==> src/rtl/lcd_pkg.sv <==
// Shared constants and state encodings for the HD44780 refresh sequencer.
package lcd_pkg;

  localparam logic [7:0] LCD_FUNC_SET = 8'h38;
  localparam logic [7:0] LCD_DISP_ON  = 8'h0C;
  localparam logic [7:0] LCD_CLEAR    = 8'h01;
  localparam logic [7:0] LCD_ENTRY    = 8'h06;
  localparam logic [7:0] LCD_LINE1    = 8'h80;
  localparam logic [7:0] LCD_LINE2    = 8'hC0;

  typedef enum logic [2:0] {
    ST_PWRUP,
    ST_INIT,
    ST_IDLE,
    ST_LINE1,
    ST_FETCH,
    ST_CHAR,
    ST_LINE2
  } state_t;

  typedef enum logic [2:0] {
    PH_IDLE,
    PH_SETUP,
    PH_EN,
    PH_HOLD,
    PH_GAP
  } phase_t;

  function automatic int max2(input int a, input int b);
    return (a > b) ? a : b;
  endfunction

  function automatic logic [7:0] init_cmd(input logic [1:0] idx);
    case (idx)
      2'd0:    return LCD_FUNC_SET;
      2'd1:    return LCD_DISP_ON;
      2'd2:    return LCD_CLEAR;
      default: return LCD_ENTRY;
    endcase
  endfunction

endpackage

==> src/rtl/lcd_refresh_ctrl_if.sv <==
// Display-buffer read port, frame request and LCD pin bundle of the refresh sequencer.
interface lcd_refresh_ctrl_if;
  logic       refresh;
  logic [4:0] char_addr;
  logic [7:0] char_data;
  logic [7:0] lcd_data;
  logic       lcd_en;
  logic       lcd_rs;
  logic       init_done;
  logic       busy;

  modport master (
    input  refresh, char_data,
    output char_addr, lcd_data, lcd_en, lcd_rs, init_done, busy
  );

  modport slave (
    output refresh, char_data,
    input  char_addr, lcd_data, lcd_en, lcd_rs, init_done, busy
  );
endinterface

==> src/rtl/lcd_bus_write.sv <==
// Timing engine for one LCD bus write: setup, enable pulse, hold, then the settle gap.
module lcd_bus_write
  import lcd_pkg::*;
#(
  parameter int T_SETUP_CYC = 4,
  parameter int T_EN_CYC    = 25,
  parameter int T_HOLD_CYC  = 4,
  parameter int T_CMD_CYC   = 2500,
  parameter int T_CLR_CYC   = 100_000,
  parameter int CW          = 18
) (
  input  logic       clk,
  input  logic       rst,
  input  logic       start,
  input  logic       rs,
  input  logic [7:0] data,
  input  logic       long_gap,
  output logic       done,
  output logic       idle,
  output logic       lcd_en,
  output logic       lcd_rs,
  output logic [7:0] lcd_data
);

  phase_t        phase, phase_n;
  logic [CW-1:0] cnt, cnt_n;
  logic          rs_n;
  logic [7:0]    data_n;
  logic          long_q, long_n;

  // Enable is registered from the next phase so the pin never glitches on phase decode.
  always_ff @(posedge clk) begin
    if (rst) begin
      phase    <= PH_IDLE;
      cnt      <= '0;
      lcd_rs   <= 1'b0;
      lcd_data <= '0;
      long_q   <= 1'b0;
      lcd_en   <= 1'b0;
    end else begin
      phase    <= phase_n;
      cnt      <= cnt_n;
      lcd_rs   <= rs_n;
      lcd_data <= data_n;
      long_q   <= long_n;
      lcd_en   <= (phase_n == PH_EN);
    end
  end

  always_comb begin
    phase_n = phase;
    cnt_n   = cnt;
    rs_n    = lcd_rs;
    data_n  = lcd_data;
    long_n  = long_q;
    done    = 1'b0;
    case (phase)
      PH_IDLE: begin
        if (start) begin
          phase_n = PH_SETUP;
          cnt_n   = CW'(T_SETUP_CYC - 1);
          rs_n    = rs;
          data_n  = data;
          long_n  = long_gap;
        end
      end
      PH_SETUP: begin
        if (cnt == '0) begin
          phase_n = PH_EN;
          cnt_n   = CW'(T_EN_CYC - 1);
        end else begin
          cnt_n = cnt - 1'b1;
        end
      end
      PH_EN: begin
        if (cnt == '0) begin
          phase_n = PH_HOLD;
          cnt_n   = CW'(T_HOLD_CYC - 1);
        end else begin
          cnt_n = cnt - 1'b1;
        end
      end
      PH_HOLD: begin
        if (cnt == '0) begin
          phase_n = PH_GAP;
          cnt_n   = long_q ? CW'(T_CLR_CYC - 1) : CW'(T_CMD_CYC - 1);
        end else begin
          cnt_n = cnt - 1'b1;
        end
      end
      PH_GAP: begin
        if (cnt == '0) begin
          phase_n = PH_IDLE;
          done    = 1'b1;
        end else begin
          cnt_n = cnt - 1'b1;
        end
      end
      default: phase_n = PH_IDLE;
    endcase
  end

  assign idle = (phase == PH_IDLE);

endmodule

==> src/rtl/lcd_refresh_ctrl.sv <==
// HD44780 16x2 sequencer: power-up wait, init list, then 34-write frames on request or timer.
module lcd_refresh_ctrl
  import lcd_pkg::*;
#(
  parameter int T_PWRUP_CYC    = 1_000_000,
  parameter int T_SETUP_CYC    = 4,
  parameter int T_EN_CYC       = 25,
  parameter int T_HOLD_CYC     = 4,
  parameter int T_CMD_CYC      = 2500,
  parameter int T_CLR_CYC      = 100_000,
  parameter int REFRESH_PERIOD = 0
) (
  input  logic              clk_50,
  input  logic              rst,
  lcd_refresh_ctrl_if.master bus
);

  localparam int T_MAX = max2(max2(max2(T_PWRUP_CYC, T_SETUP_CYC), max2(T_EN_CYC, T_HOLD_CYC)),
                              max2(T_CMD_CYC, T_CLR_CYC));
  localparam int CW    = $clog2(T_MAX) + 1;
  localparam int TW    = (REFRESH_PERIOD > 1) ? $clog2(REFRESH_PERIOD) : 1;

  state_t        state, state_n;
  logic [CW-1:0] pwr_cnt, pwr_cnt_n;
  logic [1:0]    init_idx, init_idx_n;
  logic [4:0]    char_idx, char_idx_n;
  logic          pending, pending_n;
  logic [TW-1:0] timer, timer_n;
  logic          init_done, init_done_n;
  logic          expire;
  logic          wr_start, wr_rs, wr_long, wr_done, wr_idle;
  logic [7:0]    wr_data;
  logic          en_pin, rs_pin;
  logic [7:0]    data_pin;

  always_ff @(posedge clk_50) begin
    if (rst) begin
      state     <= ST_PWRUP;
      pwr_cnt   <= CW'(T_PWRUP_CYC - 1);
      init_idx  <= '0;
      char_idx  <= '0;
      pending   <= 1'b0;
      timer     <= '0;
      init_done <= 1'b0;
    end else begin
      state     <= state_n;
      pwr_cnt   <= pwr_cnt_n;
      init_idx  <= init_idx_n;
      char_idx  <= char_idx_n;
      pending   <= pending_n;
      timer     <= timer_n;
      init_done <= init_done_n;
    end
  end

  // A trigger seen in IDLE, this cycle or earlier, launches the frame and is consumed in one go.
  always_comb begin
    state_n     = state;
    pwr_cnt_n   = pwr_cnt;
    init_idx_n  = init_idx;
    char_idx_n  = char_idx;
    init_done_n = init_done;
    timer_n     = timer;
    expire      = 1'b0;
    wr_start    = 1'b0;
    wr_rs       = 1'b0;
    wr_data     = 8'h00;

    if (REFRESH_PERIOD != 0 && init_done) begin
      if (timer == TW'(REFRESH_PERIOD - 1)) begin
        timer_n = '0;
        expire  = 1'b1;
      end else begin
        timer_n = timer + 1'b1;
      end
    end
    pending_n = pending | bus.refresh | expire;

    case (state)
      ST_PWRUP: begin
        if (pwr_cnt == '0) state_n = ST_INIT;
        else               pwr_cnt_n = pwr_cnt - 1'b1;
      end
      ST_INIT: begin
        wr_data  = init_cmd(init_idx);
        wr_start = wr_idle;
        if (wr_done) begin
          if (init_idx == 2'd3) begin
            state_n     = ST_IDLE;
            init_done_n = 1'b1;
            init_idx_n  = '0;
          end else begin
            init_idx_n = init_idx + 1'b1;
          end
        end
      end
      ST_IDLE: begin
        if (pending_n) begin
          state_n   = ST_LINE1;
          pending_n = 1'b0;
        end
      end
      ST_LINE1: begin
        wr_data  = LCD_LINE1;
        wr_start = wr_idle;
        if (wr_done) state_n = ST_FETCH;
      end
      ST_FETCH: state_n = ST_CHAR;
      ST_CHAR: begin
        wr_rs    = 1'b1;
        wr_data  = bus.char_data;
        wr_start = wr_idle;
        if (wr_done) begin
          char_idx_n = char_idx + 1'b1;
          if (char_idx == 5'd15)      state_n = ST_LINE2;
          else if (char_idx == 5'd31) state_n = ST_IDLE;
          else                        state_n = ST_FETCH;
        end
      end
      ST_LINE2: begin
        wr_data  = LCD_LINE2;
        wr_start = wr_idle;
        if (wr_done) state_n = ST_FETCH;
      end
      default: state_n = ST_PWRUP;
    endcase
  end

  assign wr_long = !wr_rs && (wr_data == LCD_CLEAR);

  lcd_bus_write #(
    .T_SETUP_CYC (T_SETUP_CYC),
    .T_EN_CYC    (T_EN_CYC),
    .T_HOLD_CYC  (T_HOLD_CYC),
    .T_CMD_CYC   (T_CMD_CYC),
    .T_CLR_CYC   (T_CLR_CYC),
    .CW          (CW)
  ) u_write (
    .clk      (clk_50),
    .rst      (rst),
    .start    (wr_start),
    .rs       (wr_rs),
    .data     (wr_data),
    .long_gap (wr_long),
    .done     (wr_done),
    .idle     (wr_idle),
    .lcd_en   (en_pin),
    .lcd_rs   (rs_pin),
    .lcd_data (data_pin)
  );

  assign bus.lcd_en    = en_pin;
  assign bus.lcd_rs    = rs_pin;
  assign bus.lcd_data  = data_pin;
  assign bus.char_addr = char_idx;
  assign bus.init_done = init_done;
  assign bus.busy      = (state != ST_IDLE);

endmodule

==> src/flat_wrapper.sv <==
// flat-port wrapper written by rule: the top's interface ports become plain ports
module lcd_refresh_ctrl_flat import lcd_pkg::*;
#(
  parameter int T_PWRUP_CYC    = 1_000_000,
  parameter int T_SETUP_CYC    = 4,
  parameter int T_EN_CYC       = 25,
  parameter int T_HOLD_CYC     = 4,
  parameter int T_CMD_CYC      = 2500,
  parameter int T_CLR_CYC      = 100_000,
  parameter int REFRESH_PERIOD = 0
)
  (clk_50, rst, bus_refresh, bus_char_data, bus_char_addr, bus_lcd_data, bus_lcd_en, bus_lcd_rs, bus_init_done, bus_busy);
  lcd_refresh_ctrl_if bus_i ();
  input  logic clk_50;
  input  logic rst;
  input wire logic [$bits(bus_i.refresh)-1:0] bus_refresh;
  input wire logic [$bits(bus_i.char_data)-1:0] bus_char_data;
  output wire logic [$bits(bus_i.char_addr)-1:0] bus_char_addr;
  output wire logic [$bits(bus_i.lcd_data)-1:0] bus_lcd_data;
  output wire logic [$bits(bus_i.lcd_en)-1:0] bus_lcd_en;
  output wire logic [$bits(bus_i.lcd_rs)-1:0] bus_lcd_rs;
  output wire logic [$bits(bus_i.init_done)-1:0] bus_init_done;
  output wire logic [$bits(bus_i.busy)-1:0] bus_busy;
  assign bus_i.refresh = bus_refresh;
  assign bus_i.char_data = bus_char_data;
  assign bus_char_addr = bus_i.char_addr;
  assign bus_lcd_data = bus_i.lcd_data;
  assign bus_lcd_en = bus_i.lcd_en;
  assign bus_lcd_rs = bus_i.lcd_rs;
  assign bus_init_done = bus_i.init_done;
  assign bus_busy = bus_i.busy;
  lcd_refresh_ctrl #(.T_PWRUP_CYC(T_PWRUP_CYC), .T_SETUP_CYC(T_SETUP_CYC), .T_EN_CYC(T_EN_CYC), .T_HOLD_CYC(T_HOLD_CYC), .T_CMD_CYC(T_CMD_CYC), .T_CLR_CYC(T_CLR_CYC), .REFRESH_PERIOD(REFRESH_PERIOD)) u_core (.clk_50(clk_50), .rst(rst), .bus(bus_i));
endmodule
==> config.mk <==
export PLATFORM = sky130hd
export DESIGN_NAME = lcd_refresh_ctrl_flat
export DESIGN_NICKNAME = d
export VERILOG_FILES = /design/src/rtl/lcd_pkg.sv /design/src/rtl/lcd_refresh_ctrl_if.sv /design/src/rtl/lcd_bus_write.sv /design/src/rtl/lcd_refresh_ctrl.sv /design/src/flat_wrapper.sv
export SDC_FILE = /design/constraint.sdc
export NUM_CORES = 1
export LEC_CHECK = 0
export ABC_AREA = 1
export CAP_MARGIN = 20
export CORE_MARGIN = 2
export CORE_UTILIZATION = 59
export DETAILED_ROUTE_END_ITERATION = 6
export PLACE_DENSITY_LB_ADDON = 0.12
export SKIP_CTS_REPAIR_TIMING = 1
export SLEW_MARGIN = 40
export SYNTH_ARGS = -nofsm -noshare
export SYNTH_HDL_FRONTEND = slang
export SYNTH_SLANG_ARGS = --single-unit
==> constraint.sdc <==
create_clock -name clk_50 -period 3.8 [get_ports clk_50]
set_clock_uncertainty 0.2 [all_clocks]
set_input_delay 0.95 -clock clk_50 [delete_from_list [all_inputs] [get_ports clk_50]]
set_output_delay 0.95 -clock clk_50 [all_outputs]
set_load 0.1 [all_outputs]
==> results of run 1 <==
[per-layer routing]
| metal | share of wire [%] | global-route usage, % |
|---|---|---|
| met3 | 6.0 | 6.54 |
| met2 | 48 | 44.7 |
| met4 | 1.4 | 8.08 |
| met1 | 44 | 32.7 |
| met5 | 0 | 0 |
[worst reg2reg max path, delay by kind of cell, from the launching register on]
kind            cells  cell delay, ns
compound gates      2            0.30
simple gates        4            0.82
fa+ha+maj           1            0.23
flops               1            0.30
buf+inv             2            0.32
[metrics by stage]
step                      setup slack (ns)  std cells  power, µW  area [µm²]
after floorplan                       1.44        591       1530        3960
after global placement                1.52        681       1630        4200
after detailed placement              1.43        681       1650        4200
after CTS                             1.15        697       2260        4400
after global routing                  1.01        697       2410        4400
final                                 1.16        697       2260        4400
[synth_stat cells, types with 3 or more instances]
library cell / number / area (µm²)
sky130_fd_sc_hd__nand2_2: 6 / 37.5
sky130_fd_sc_hd__a211oi_1: 4 / 30.0
sky130_fd_sc_hd__xor2_1: 9 / 78.8
sky130_fd_sc_hd__o21ai_0: 26 / 130
sky130_fd_sc_hd__nand4_1: 10 / 62.6
sky130_fd_sc_hd__nand3b_1: 5 / 37.5
sky130_fd_sc_hd__dfxtp_1: 68 / 1360
sky130_fd_sc_hd__o211ai_1: 4 / 30.0
sky130_fd_sc_hd__a21oi_2: 8 / 70.1
sky130_fd_sc_hd__a21oi_1: 32 / 160
sky130_fd_sc_hd__nor2_4: 7 / 78.8
sky130_fd_sc_hd__inv_1: 62 / 233
sky130_fd_sc_hd__xnor2_1: 4 / 35.0
sky130_fd_sc_hd__nor2_1: 88 / 330
sky130_fd_sc_hd__nor3_1: 12 / 60.1
sky130_fd_sc_hd__ha_1: 9 / 113
sky130_fd_sc_hd__nand3_1: 42 / 210
sky130_fd_sc_hd__nor2_2: 6 / 37.5
sky130_fd_sc_hd__nand2_1: 145 / 544
sky130_fd_sc_hd__clkbuf_1: 7 / 26.3
sky130_fd_sc_hd__buf_6: 3 / 33.8
sky130_fd_sc_hd__inv_2: 5 / 18.8
sky130_fd_sc_hd__o21ai_1: 3 / 15.0
[report_power, final]
group	internal, µW	leakage [µW]	switching, µW
registers	750	0.000550	35.3
logic	280	0.00130	585
clock network	319	0.0000983	287
total	1350	0.00195	907
[registers in the layout (all words and copies together) (netlist names)]
name	count
u_core.bus.char_addr	5
u_core.bus.init_done	1
u_core.init_idx	2
u_core.pending	1
u_core.pwr_cnt	21
u_core.state	3
u_core.u_write.cnt	21
u_core.u_write.lcd_data	8
u_core.u_write.lcd_en	1
u_core.u_write.lcd_rs	1
u_core.u_write.long_q	1
u_core.u_write.phase	3
[area by class of cell]
type | instances | area (µm²) | share of cell area, %
clock inverter | 6 | 63.8 | 1.45
tap | 77 | 96.3 | 2.19
timing repair buffer | 28 | 230 | 5.24
multi-input combinational | 441 | 2260 | 51.3
clock buffer | 10 | 138 | 3.13
sequential | 68 | 1360 | 31.0
inverter | 67 | 251 | 5.72
[cells in the final DEF, fill, tap and decap left out, types with 2 or more instances in the layout]
master | synthesis | routed
sky130_fd_sc_hd__nor2_1 | 88 | 88
sky130_fd_sc_hd__ha_1 | 9 | 9
sky130_fd_sc_hd__and3_1 | 2 | 2
sky130_fd_sc_hd__xor2_1 | 9 | 9
sky130_fd_sc_hd__nand2_1 | 145 | 145
sky130_fd_sc_hd__a22oi_1 | 2 | 2
sky130_fd_sc_hd__o21ai_0 | 26 | 26
sky130_fd_sc_hd__nand3b_1 | 5 | 5
sky130_fd_sc_hd__inv_2 | 5 | 5
sky130_fd_sc_hd__nand2_2 | 6 | 6
sky130_fd_sc_hd__a21oi_1 | 32 | 32
sky130_fd_sc_hd__a211oi_1 | 4 | 4
sky130_fd_sc_hd__nor3_1 | 12 | 12
sky130_fd_sc_hd__clkbuf_8 | 0 | 10
sky130_fd_sc_hd__xnor2_1 | 4 | 4
sky130_fd_sc_hd__o21ai_1 | 3 | 3
sky130_fd_sc_hd__nand3_1 | 42 | 42
sky130_fd_sc_hd__inv_1 | 62 | 62
sky130_fd_sc_hd__nor2_4 | 7 | 7
sky130_fd_sc_hd__a21oi_2 | 8 | 8
sky130_fd_sc_hd__nor4_1 | 2 | 2
sky130_fd_sc_hd__dfxtp_1 | 68 | 68
sky130_fd_sc_hd__buf_4 | 2 | 18
sky130_fd_sc_hd__nand4_1 | 10 | 10
sky130_fd_sc_hd__nor2_2 | 6 | 6
sky130_fd_sc_hd__or2_2 | 2 | 2
sky130_fd_sc_hd__clkinvlp_4 | 0 | 2
sky130_fd_sc_hd__o21bai_1 | 2 | 2
sky130_fd_sc_hd__o211ai_1 | 4 | 4
sky130_fd_sc_hd__clkdlybuf4s50_1 | 0 | 9
sky130_fd_sc_hd__clkinv_2 | 0 | 2
[logic make-up after synthesis]
logic type               after synthesis
XOR/XNOR                              13
flip-flops                            68
adder cells (fa/ha/maj)                9
AO/OA/AOI/OAI                         87
buffers and inverters                 82
AND/OR/NAND/NOR                      332
[how the worst max path moves through the flow]
stage          cells after the start               to               startpoint  slack [ns]
2_1_floorplan                      8  u_core.state[1]  u_core.bus.char_addr[0]        1.44
3_3_place_gp                       9  u_core.state[2]              bus_refresh        1.52
3_5_place_dp                       9  u_core.state[2]              bus_refresh        1.43
4_1_cts                            4         bus_busy          u_core.state[1]        1.15
5_1_grt                            4         bus_busy          u_core.state[1]        1.01
6_report                           4         bus_busy          u_core.state[1]        1.16
==> run summary, run 1 <==
### Status
* complete, no violations — result of the run

### Synthesis
* 68 — flip-flop and latch count after synthesis
* 611 — net count after synthesis
* 38.2% — post-synthesis share of cell area spent on and, or, nand and nor gates
* simple AND/OR/NAND/NOR gates — dominant combinational cell family by area after synthesis
* 0 — Yosys warnings
* 13.0% — compound-cell area share of the yosys netlist
* sky130_fd_sc_hd__dfxtp_1 — commonest register cell after synthesis
* 591 — Gate Count Post-Synth
* 2.84% — adder-cell area share of the yosys netlist
* 6.70 µm² — synthesized area per cell
* 2.88% — share of the synthesized netlist area taken by xor and xnor gates
* 0% — share of synthesized flip-flops with an asynchronous set or reset
* 0 — EDFF count, synth
* 0% — post-synthesis mux area share
* 42 — Netlist cell types
* 3960 µm² — cell area after technology mapping
* 34.4% — share of synthesized area occupied by flip-flops and latches

### Power
* 513 nW/µm² — pwr dens
* 0.00195 µW — cell leakage power
* 0.254 mV — Worst IR Drop VDD

### STA
* 0 ns — final setup TNS
* 379 MHz — peak clock frequency supported by timing
* 2.64 ns — final period demand of the worst path
* 0 — setup violators final
* 0.277 ns — Post-Route Hold Slack
* 0 — count of final hold-check violations
* false — RSZ-0062 raised after global routing
* 44.8% — worst slew margin relative to its limit
* 0 — final max-slew violation count
* 0.825 ns — worst-margin pin slew
* 69.4% — share of the cycle needed by the critical path after routing

### GRT
* 0 — overflow left after global routing
* 42 — maximum number of pins on one net before global-route repair
* 15800 µm — first-pass GRT wire length
* 3575 — via count of the first global-routing pass
* 0 — initial antenna violation count
* 26.3% — global-route total usage across every layer

### Die
* 28 — IO Pins
* 61.6% — initial cell density of the core
* 7380 µm² — die area
* 6420 µm² — area of the placeable core
* 85.9 µm — die width
* 85.9 µm — vertical die dimension
* 29 — number of standard-cell rows in the floorplan

### Detailed routing
* 5 — first drt pass iteration count
* 188 — initial detailed-routing violation count
* 13.2 µm — wire per inst
* 3882 — vias after detailed routing
* 5.57 — vias per cell
* 0 — number of remaining DRC errors
* 0 — remaining antenna violation count
* 9190 µm — total length of routed wires

### Finish
* 11.1% — Syn-to-layout area delta
* 68.5% — utilization after layout
* 635 — post-layout net count
* 566 — count of filler cells inserted in the layout
* 0 — ant diodes
* 11.8% — fraction of final layout cells with drive strength greater than 1

### Placed design
* 0.857 — Routability Congestion
* 6580 µm — estimated wirelength of the detail-placed design
* 27 — number of buffers inserted by port buffering

### Worst setup path
* flop to output port — CP Class
* inv_2 -> nor3_1 -> inv_1 -> buf_4 — critical-path cell list
* u_core.u_write.cnt[1] — endpoint of the worst-slack reg-to-reg timing path
* 2.65 ns — required time of the worst setup path
* 3 — CP bufs+invs
* u_core.u_write.cnt[0] — worst reg2reg startpoint
* 6 — CP max FO
* output port — Critical Path End Type
* 1.51 ns — setup slack, reg-to-reg
* 9 — worst-case reg-to-reg path depth
* sky130_fd_sc_hd__dfxtp_1 — cell at the slowest stage of the critical path
* buffers and inverters — cell family with most CP delay
* 0.43 ns — max incr delay on CP
* flop — startpoint type of the worst setup path
* 1.49 ns — arrival time reported for the critical path endpoint

### Worst hold path
* u_core.pwr_cnt[18] — start point of the worst hold path
* 2 — hold path depth
* u_core.pwr_cnt[18] — Min-Delay Endpoint
* flop to flop — worst min path class

### Clock network
* 68 — CTS sink cnt
* 0.34 ns — clock latency on the worst-skew pair
* 0.08 ns — clock-pin slew of the registers on the worst-case setup and hold paths
* 9 — CTS Buf Count
* done — CTS tree
* 2 — CTS Buffer Depth
* sky130_fd_sc_hd__clkbuf_8 — clock tree root driver cell
* 3 — CTS H-tree lvls

### Job
* 0 — max-cap violation count

Note: power is estimated with default switching activity, not from simulation.
==> run 2: changes to the inputs <==
Clock period 3.8 ns to 2.5 ns, I/O delays scaled along.
==> run 2 against run 1 <==
  * Via count down 1.7%
  * Combinational power up 51%
  * Hold slack worse by 0.0077 ns
  * Utilization rose by 0.66 points
  * Cell count increased by 0.72%
  * Largest power group unchanged
  * Critical path depth did not move
  * Wire length decreased by 0.80%
  * Sequential power is 52% higher
  * Critical endpoint unchanged
  * Register-to-register slack worse by 1.2 ns
  * Final area rose by 0.97%
  * Clock power increased by 49%
==> run summary, run 2 (synthesis gave the netlist of run 1 again) <==
### Finish
* 12.2% — fraction of final layout cells with drive strength greater than 1, +0.39 points
* 702 — filler-free cell count of the finished design, +0.72%
* 640 — post-layout net count, +0.79%
* 0 — ant diodes, unchanged
* sky130_fd_sc_hd__nand2_1 — commonest non-fill, non-tap cell in the layout
* 4440 µm² — post-route cell area, +0.97%
* u_core.pwr_cnt: 21 flops, u_core.u_write.cnt: 21 flops, u_core.u_write.lcd_data: 8 flops — registers with the highest flip-flop counts
* 12.1% — Syn-to-layout area delta
* sky130_fd_sc_hd__nand2_1, sky130_fd_sc_hd__nor2_1, sky130_fd_sc_hd__dfxtp_1, sky130_fd_sc_hd__inv_1, sky130_fd_sc_hd__nand3_1 — leading cell types in the layout, fill and taps excluded

### Worst hold path
* flop to flop — worst min path class

### GRT
* 27.0% — global-route total usage across every layer, +0.68 points
* 0 — initial antenna violation count, unchanged
* 42 — maximum number of pins on one net before global-route repair, unchanged
* 0 — overflow left after global routing, unchanged
* 3564 — via count of the first global-routing pass, -0.31%
* 16200 µm — first-pass GRT wire length, +2.6%

### Die
* 61.6% — initial cell density of the core, unchanged
* 6420 µm² — area of the placeable core, unchanged
* 85.9 µm — vertical die dimension, unchanged
* 7380 µm² — die area, unchanged
* 28 — IO Pins, unchanged
* 85.9 µm — die width, unchanged
* 29 — number of standard-cell rows in the floorplan, unchanged

### Placed design
* 6800 µm — estimated wirelength of the detail-placed design, +3.3%
* 686 — placed insts, +0.73%
* 27 — number of buffers inserted by port buffering, unchanged
* 4250 µm² — placed standard-cell area, +1.2%
* 0.908 — Routability Congestion, +5.9%

### Worst setup path
* 1.67 ns — required time of the worst setup path, -0.98 ns
* 3 — CP bufs+invs, unchanged
* flip-flops — cell family with most CP delay
* 0.44 ns — max incr delay on CP, about the same
* 1.49 ns — arrival time reported for the critical path endpoint, about the same
* flop to output port — CP Class
* output port — Critical Path End Type
* flop — startpoint type of the worst setup path
* inv_2 -> nor3_1 -> inv_1 -> buf_12 — critical-path cell list
* sky130_fd_sc_hd__dfxtp_1 — cell at the slowest stage of the critical path
* 6 — CP max FO, unchanged

### Power
* 0.00198 µW — cell leakage power, +1.7%
* 1350 µW — net switching power figure, +48%
* 39.5% — switch share, -0.68 points
* 26.5% — Clk network pwr share, -0.4 points
* 2060 µW — Pint, +53%
* 0.450 mV — Worst IR Drop VDD, +78%
* 38.4% — combinational power share, about the same
* 3410 µW — final total power, +51%
* 35.1% — sequential share of power, +0.3 points
* 768 nW/µm² — pwr dens, +50%

### STA
* 2.31 ns — final period demand of the worst path
* 0 — final max-slew violation count, unchanged
* 0 — setup violators final, unchanged
* 92.5% — share of the cycle needed by the critical path after routing
* false — RSZ-0062 raised after global routing
* 433 MHz — peak clock frequency supported by timing
* 63.2% — worst slew margin relative to its limit, +18 points
* 0.552 ns — worst-margin pin slew, -0.273 ns
* 0 ns — final setup TNS, unchanged
* 0.270 ns — Post-Route Hold Slack, -0.00775 ns
* 0 — count of final hold-check violations, unchanged

### Status
* complete, no violations — result of the run

### Clock network
* 2 — CTS Buffer Depth, unchanged
* 0.07 ns — clock-pin slew of the registers on the worst-case setup and hold paths, about the same
* 68 — CTS sink cnt, unchanged
* 3 — CTS H-tree lvls, unchanged
* done — CTS tree
* sky130_fd_sc_hd__clkbuf_8 — clock tree root driver cell
* 0.34 ns — clock latency on the worst-skew pair, about the same
* 9 — CTS Buf Count, unchanged

### Detailed routing
* 9120 µm — total length of routed wires, -0.80%
* 3815 — vias after detailed routing, -1.7%
* 4 — first drt pass iteration count, -1
* 191 — initial detailed-routing violation count, +1.6%
* 5.43 — vias per cell, -2.4%
* 0 — remaining antenna violation count, unchanged
* 0 — number of remaining DRC errors, unchanged
* 13.0 µm — wire per inst, -1.5%

### Job
* 0 — max-cap violation count, unchanged

-- run 2: worst min-delay path: stages, from the launching register on --
cell and delay, ns:
sky130_fd_sc_hd__dfxtp_1 0.34, sky130_fd_sc_hd__nand2_1 0.05, sky130_fd_sc_hd__nand3_1 0.05
-- run 2: cell type report --
type	count	area, µm²
Inverter	67	251
Clock buffer	12	145
Timing Repair Buffer	33	280
Sequential cell	68	1360
Tap cell	77	96.3
Fill cell	567	1980
Multi-Input combinational cell	441	2260
Clock inverter	4	48.8
-- run 2: per-layer routing --
layer | up-vias | share of wire, % | global-route usage (%)
met4 | 0 | 1.7 | 9.52
li1 | 1975 | - | -
met3 | 16 | 4.5 | 3.85
met2 | 98 | 48 | 45.2
met5 | - | 0 | 0
met1 | 1726 | 46 | 35.4
-- run 2: power groups by stage --
stage	Combinational [µW]	Clock, µW	Sequential (µW)
floorplan	1130	0	1200
global placement	1270	0	1220
detailed placement	1300	0	1220
CTS	1310	918	1190
global route	1490	976	1200
finish	1310	904	1190
-- run 2: per-stage QoR --
step | utilization, % | setup WS (ns)
2_1_floorplan | - | 0.143
3_3_place_gp | 66.1 | 0.459
5_1_grt | 69.1 | 0.0753
4_1_cts | 69.1 | 0.189
6_report | 69.1 | 0.189
3_5_place_dp | 66.1 | 0.353
-- run 2: worst paths after layout --
path	startpoint	cells past startpoint	slack, ns	endpoint
min	u_core.pwr_cnt[18]	2	0.27	u_core.pwr_cnt[18]
min reg2reg	u_core.pwr_cnt[18]	2	0.27	u_core.pwr_cnt[18]
max reg2reg	u_core.pwr_cnt[0]	10	0.30	u_core.pwr_cnt[16]
max	u_core.state[1]	4	0.19	bus_busy
==> run 3: changes to the inputs <==
Settings changed: ABC_AREA 1 to not set, CELL_PAD_IN_SITES_DETAIL_PLACEMENT set to 0, CELL_PAD_IN_SITES_GLOBAL_PLACEMENT set to 1, CORE_UTILIZATION 59 to 44, GPL_TIMING_DRIVEN set to 0.
==> run 3 against run 2 <==
  * Utilization is 14 points lower
  * Critical path depth increased by 3
  * Wire length is 13% higher
  * Cell count fell by 10%
  * Highest routed layer unchanged
  * Hold slack worse by 0.0032 ns
  * Critical path type is now flop to flop
  * Final area up 3.5%
  * Flip-flop and latch count unchanged
==> run summary, run 3 <==
### Finish
* sky130_fd_sc_hd__dfxtp_1 — commonest non-fill, non-tap cell in the layout
* 539 — post-layout net count, -16%
* sky130_fd_sc_hd__dfxtp_1, sky130_fd_sc_hd__nor2_1, sky130_fd_sc_hd__a21oi_1, sky130_fd_sc_hd__nand2_1, sky130_fd_sc_hd__nor3_1 — leading cell types in the layout, fill and taps excluded
* 19.3% — fraction of final layout cells with drive strength greater than 1, +7.1 points
* 21.5% — Syn-to-layout area delta
* 4590 µm² — post-route cell area, +3.5%
* 0 — ant diodes, unchanged
* u_core.pwr_cnt: 21 flops, u_core.u_write.cnt: 21 flops, u_core.u_write.lcd_data: 8 flops — registers with the highest flip-flop counts

### Die
* 28 — IO Pins, unchanged
* 96.7 µm — vertical die dimension, +13%
* 96.7 µm — die width, +13%
* 8260 µm² — area of the placeable core, +29%
* 33 — number of standard-cell rows in the floorplan, +14%
* 9350 µm² — die area, +27%
* 45.8% — initial cell density of the core, -16 points

### Worst hold path
* u_core.pwr_cnt[1] — Min-Delay Endpoint
* flop to flop — worst min path class
* u_core.pwr_cnt[1] — start point of the worst hold path
* 1 — hold path depth, -1

### Worst setup path
* 4 — CP max FO, -2
* u_core.pwr_cnt[15] — worst reg2reg startpoint
* flop — Critical Path End Type
* 7 — worst-case reg-to-reg path depth, -3
* 0.09 ns — setup slack, reg-to-reg, -0.21 ns
* u_core.pwr_cnt[5] — endpoint of the worst-slack reg-to-reg timing path
* 2.47 ns — arrival time reported for the critical path endpoint, +0.98 ns
* 2.55 ns — required time of the worst setup path, +0.88 ns
* flop — startpoint type of the worst setup path
* flop to flop — CP Class

### Clock network
* 9 — CTS Buf Count, unchanged
* 3 — CTS H-tree lvls, unchanged
* 0.08 ns — clock-pin slew of the registers on the worst-case setup and hold paths, about the same
* done — CTS tree
* 68 — CTS sink cnt, unchanged
* 0.36 ns — clock latency on the worst-skew pair, +0.02 ns
* 2 — CTS Buffer Depth, unchanged
* sky130_fd_sc_hd__clkbuf_8 — clock tree root driver cell

### Detailed routing
* 3633 — vias after detailed routing, -4.8%
* 164 — initial detailed-routing violation count, -14%
* 16.4 µm — wire per inst, +26%
* 0 — number of remaining DRC errors, unchanged
* 10300 µm — total length of routed wires, +13%
* 0 — remaining antenna violation count, unchanged
* 5.78 — vias per cell, +6.3%
* 4 — first drt pass iteration count, unchanged

### GRT
* 3402 — via count of the first global-routing pass, -4.5%
* 0 — initial antenna violation count, unchanged
* 0 — overflow left after global routing, unchanged
* 16900 µm — first-pass GRT wire length, +4.2%
* 22.1% — global-route total usage across every layer, -4.8 points
* 13 — maximum number of pins on one net before global-route repair, -69%

### Status
* complete, no violations — result of the run

### Synthesis
* sky130_fd_sc_hd__dfxtp_1 — commonest register cell after synthesis
* 0 — EDFF count, synth, unchanged
* 36.0% — share of synthesized area occupied by flip-flops and latches, +1.6 points
* 490 — net count after synthesis, -20%
* 68 — flip-flop and latch count after synthesis, unchanged
* sky130_fd_sc_hd__dfxtp_1 — most numerous cell in the Yosys netlist
* sky130_fd_sc_hd__dfxtp_1, sky130_fd_sc_hd__nor2_1, sky130_fd_sc_hd__a21oi_1, sky130_fd_sc_hd__nor3_1, sky130_fd_sc_hd__nand2_1 — ranking of synthesized cells by instance count
* sky130_fd_sc_hd__dfxtp_1 — biggest area consumer among synthesized cells
* sky130_fd_sc_hd__dfxtp_1, sky130_fd_sc_hd__nor2_1, sky130_fd_sc_hd__a21oi_1, sky130_fd_sc_hd__nor3_1, sky130_fd_sc_hd__nand2b_1 — dominant cells by area after synthesis
* 3780 µm² — cell area after technology mapping, -4.5%
* 0% — share of synthesized flip-flops with an asynchronous set or reset, unchanged
* 36.0% — Yosys top cell area share, +1.6 points
* 0 — Yosys warnings, unchanged
* 470 — Gate Count Post-Synth, -20%
* 8.04 µm² — synthesized area per cell, +20%
* 64 — Netlist cell types, +52%

### Placed design
* 7230 µm — estimated wirelength of the detail-placed design, +6.4%
* 4090 µm² — placed standard-cell area, -3.7%
* 26 — number of buffers inserted by port buffering, -3.7%
* 0.930 — Routability Congestion, +2.5%

### Job
* 0 — max-cap violation count, unchanged

### STA
* 53.0% — worst slew margin relative to its limit, -10 points
* true — RSZ-0062 raised after global routing
* 2.41 ns — final period demand of the worst path, +0.101 ns
* 0 — setup violators final, unchanged
* 0 — count of final hold-check violations, unchanged
* 0 — final max-slew violation count, unchanged
* 96.5% — share of the cycle needed by the critical path after routing, +4.0 points
* 415 MHz — peak clock frequency supported by timing, -4.2%
* 0.705 ns — worst-margin pin slew, +0.154 ns
* 0 ns — final setup TNS, unchanged

==> run 3: changes by cell type after synthesis, moves of 9 or more <==
cell | previous run | this run
sky130_fd_sc_hd__nor3_1 | 12 | 27
sky130_fd_sc_hd__nand3_1 | 42 | 13
sky130_fd_sc_hd__nor2_1 | 88 | 63
sky130_fd_sc_hd__a21oi_1 | 32 | 42
sky130_fd_sc_hd__o21ai_0 | 26 | 17
sky130_fd_sc_hd__inv_1 | 62 | 12
sky130_fd_sc_hd__nand2_1 | 145 | 25
sky130_fd_sc_hd__clkbuf_1 | 7 | 16
sky130_fd_sc_hd__nand2b_1 | 0 | 19
==> run 3: worst max path at each step <==
stage,end,slack [ns],from,depth (start not counted)
after global placement,bus_busy,-0.81,u_core.state[2],5
after CTS,bus_busy,-0.51,u_core.state[2],5
after floorplan,bus_busy,0.005,u_core.state[2],4
final,u_core.pwr_cnt[5],0.09,u_core.pwr_cnt[15],7
after detailed placement,u_core.u_write.cnt[4],-0.39,u_core.u_write.cnt[0],9
after global routing,u_core.u_write.cnt[11],-0.04,u_core.u_write.phase[2],8
==> run 3: final cells by class <==
| class | count | area (µm²) |
|---|---|---|
| Sequential cell | 68 | 1370 |
| Timing Repair Buffer | 39 | 283 |
| Inverter | 12 | 45.0 |
| Tap cell | 105 | 131 |
| Clock inverter | 6 | 63.8 |
| Clock buffer | 10 | 138 |
| Multi-Input combinational cell | 365 | 2440 |
| Buffer | 24 | 121 |
| Fill cell | 791 | 3660 |
==> run 3: per-stage QoR <==
stage                     instances  worst slack (ns)  util [%]  hold slack, ns
after floorplan                 470           0.00534         -           0.235
after global placement          601            -0.809      50.5           0.244
after detailed placement        601            -0.395      49.5           0.251
after CTS                       617            -0.508      51.9           0.271
after global routing            629           -0.0374      55.6           0.293
final                           629            0.0877      55.6           0.266
==> run 3: kinds of logic (layout without fill, tap and decap cells) <==
kind of cell	after synthesis	count (layout)	share of synthesized area [%]
compound gates	117	117	19.6
xor+xnor	23	23	5.33
fa+ha+maj	9	9	2.98
buf+inv	37	91	4.01
flops	68	68	36.0
mux	4	4	1.06
simple gates	212	212	31.0
==> run 3: layer usage <==
layer | part of all wire, % | track usage, % | vias to the layer above
met4 | 2.8 | 8.88 | 0
met3 | 5.7 | 5.20 | 27
met1 | 44 | 27.9 | 1681
met2 | 48 | 36.6 | 117
met5 | 0 | 0 | -
li1 | - | - | 1808
==> run 3: worst max-delay path, stage by stage (launching register included) <==
cell	delay (ns)
sky130_fd_sc_hd__dfxtp_2	0.33
sky130_fd_sc_hd__or4_4	0.52
sky130_fd_sc_hd__buf_6	0.13
sky130_fd_sc_hd__or4_4	0.56
sky130_fd_sc_hd__o21ai_4	0.21
sky130_fd_sc_hd__or4_1	0.15
sky130_fd_sc_hd__xor2_1	0.15
sky130_fd_sc_hd__nand2b_1	0.06
Power of run 3 is not shown: default switching activity piles up to over one toggle a cycle in this logic, so the estimate is an artifact.
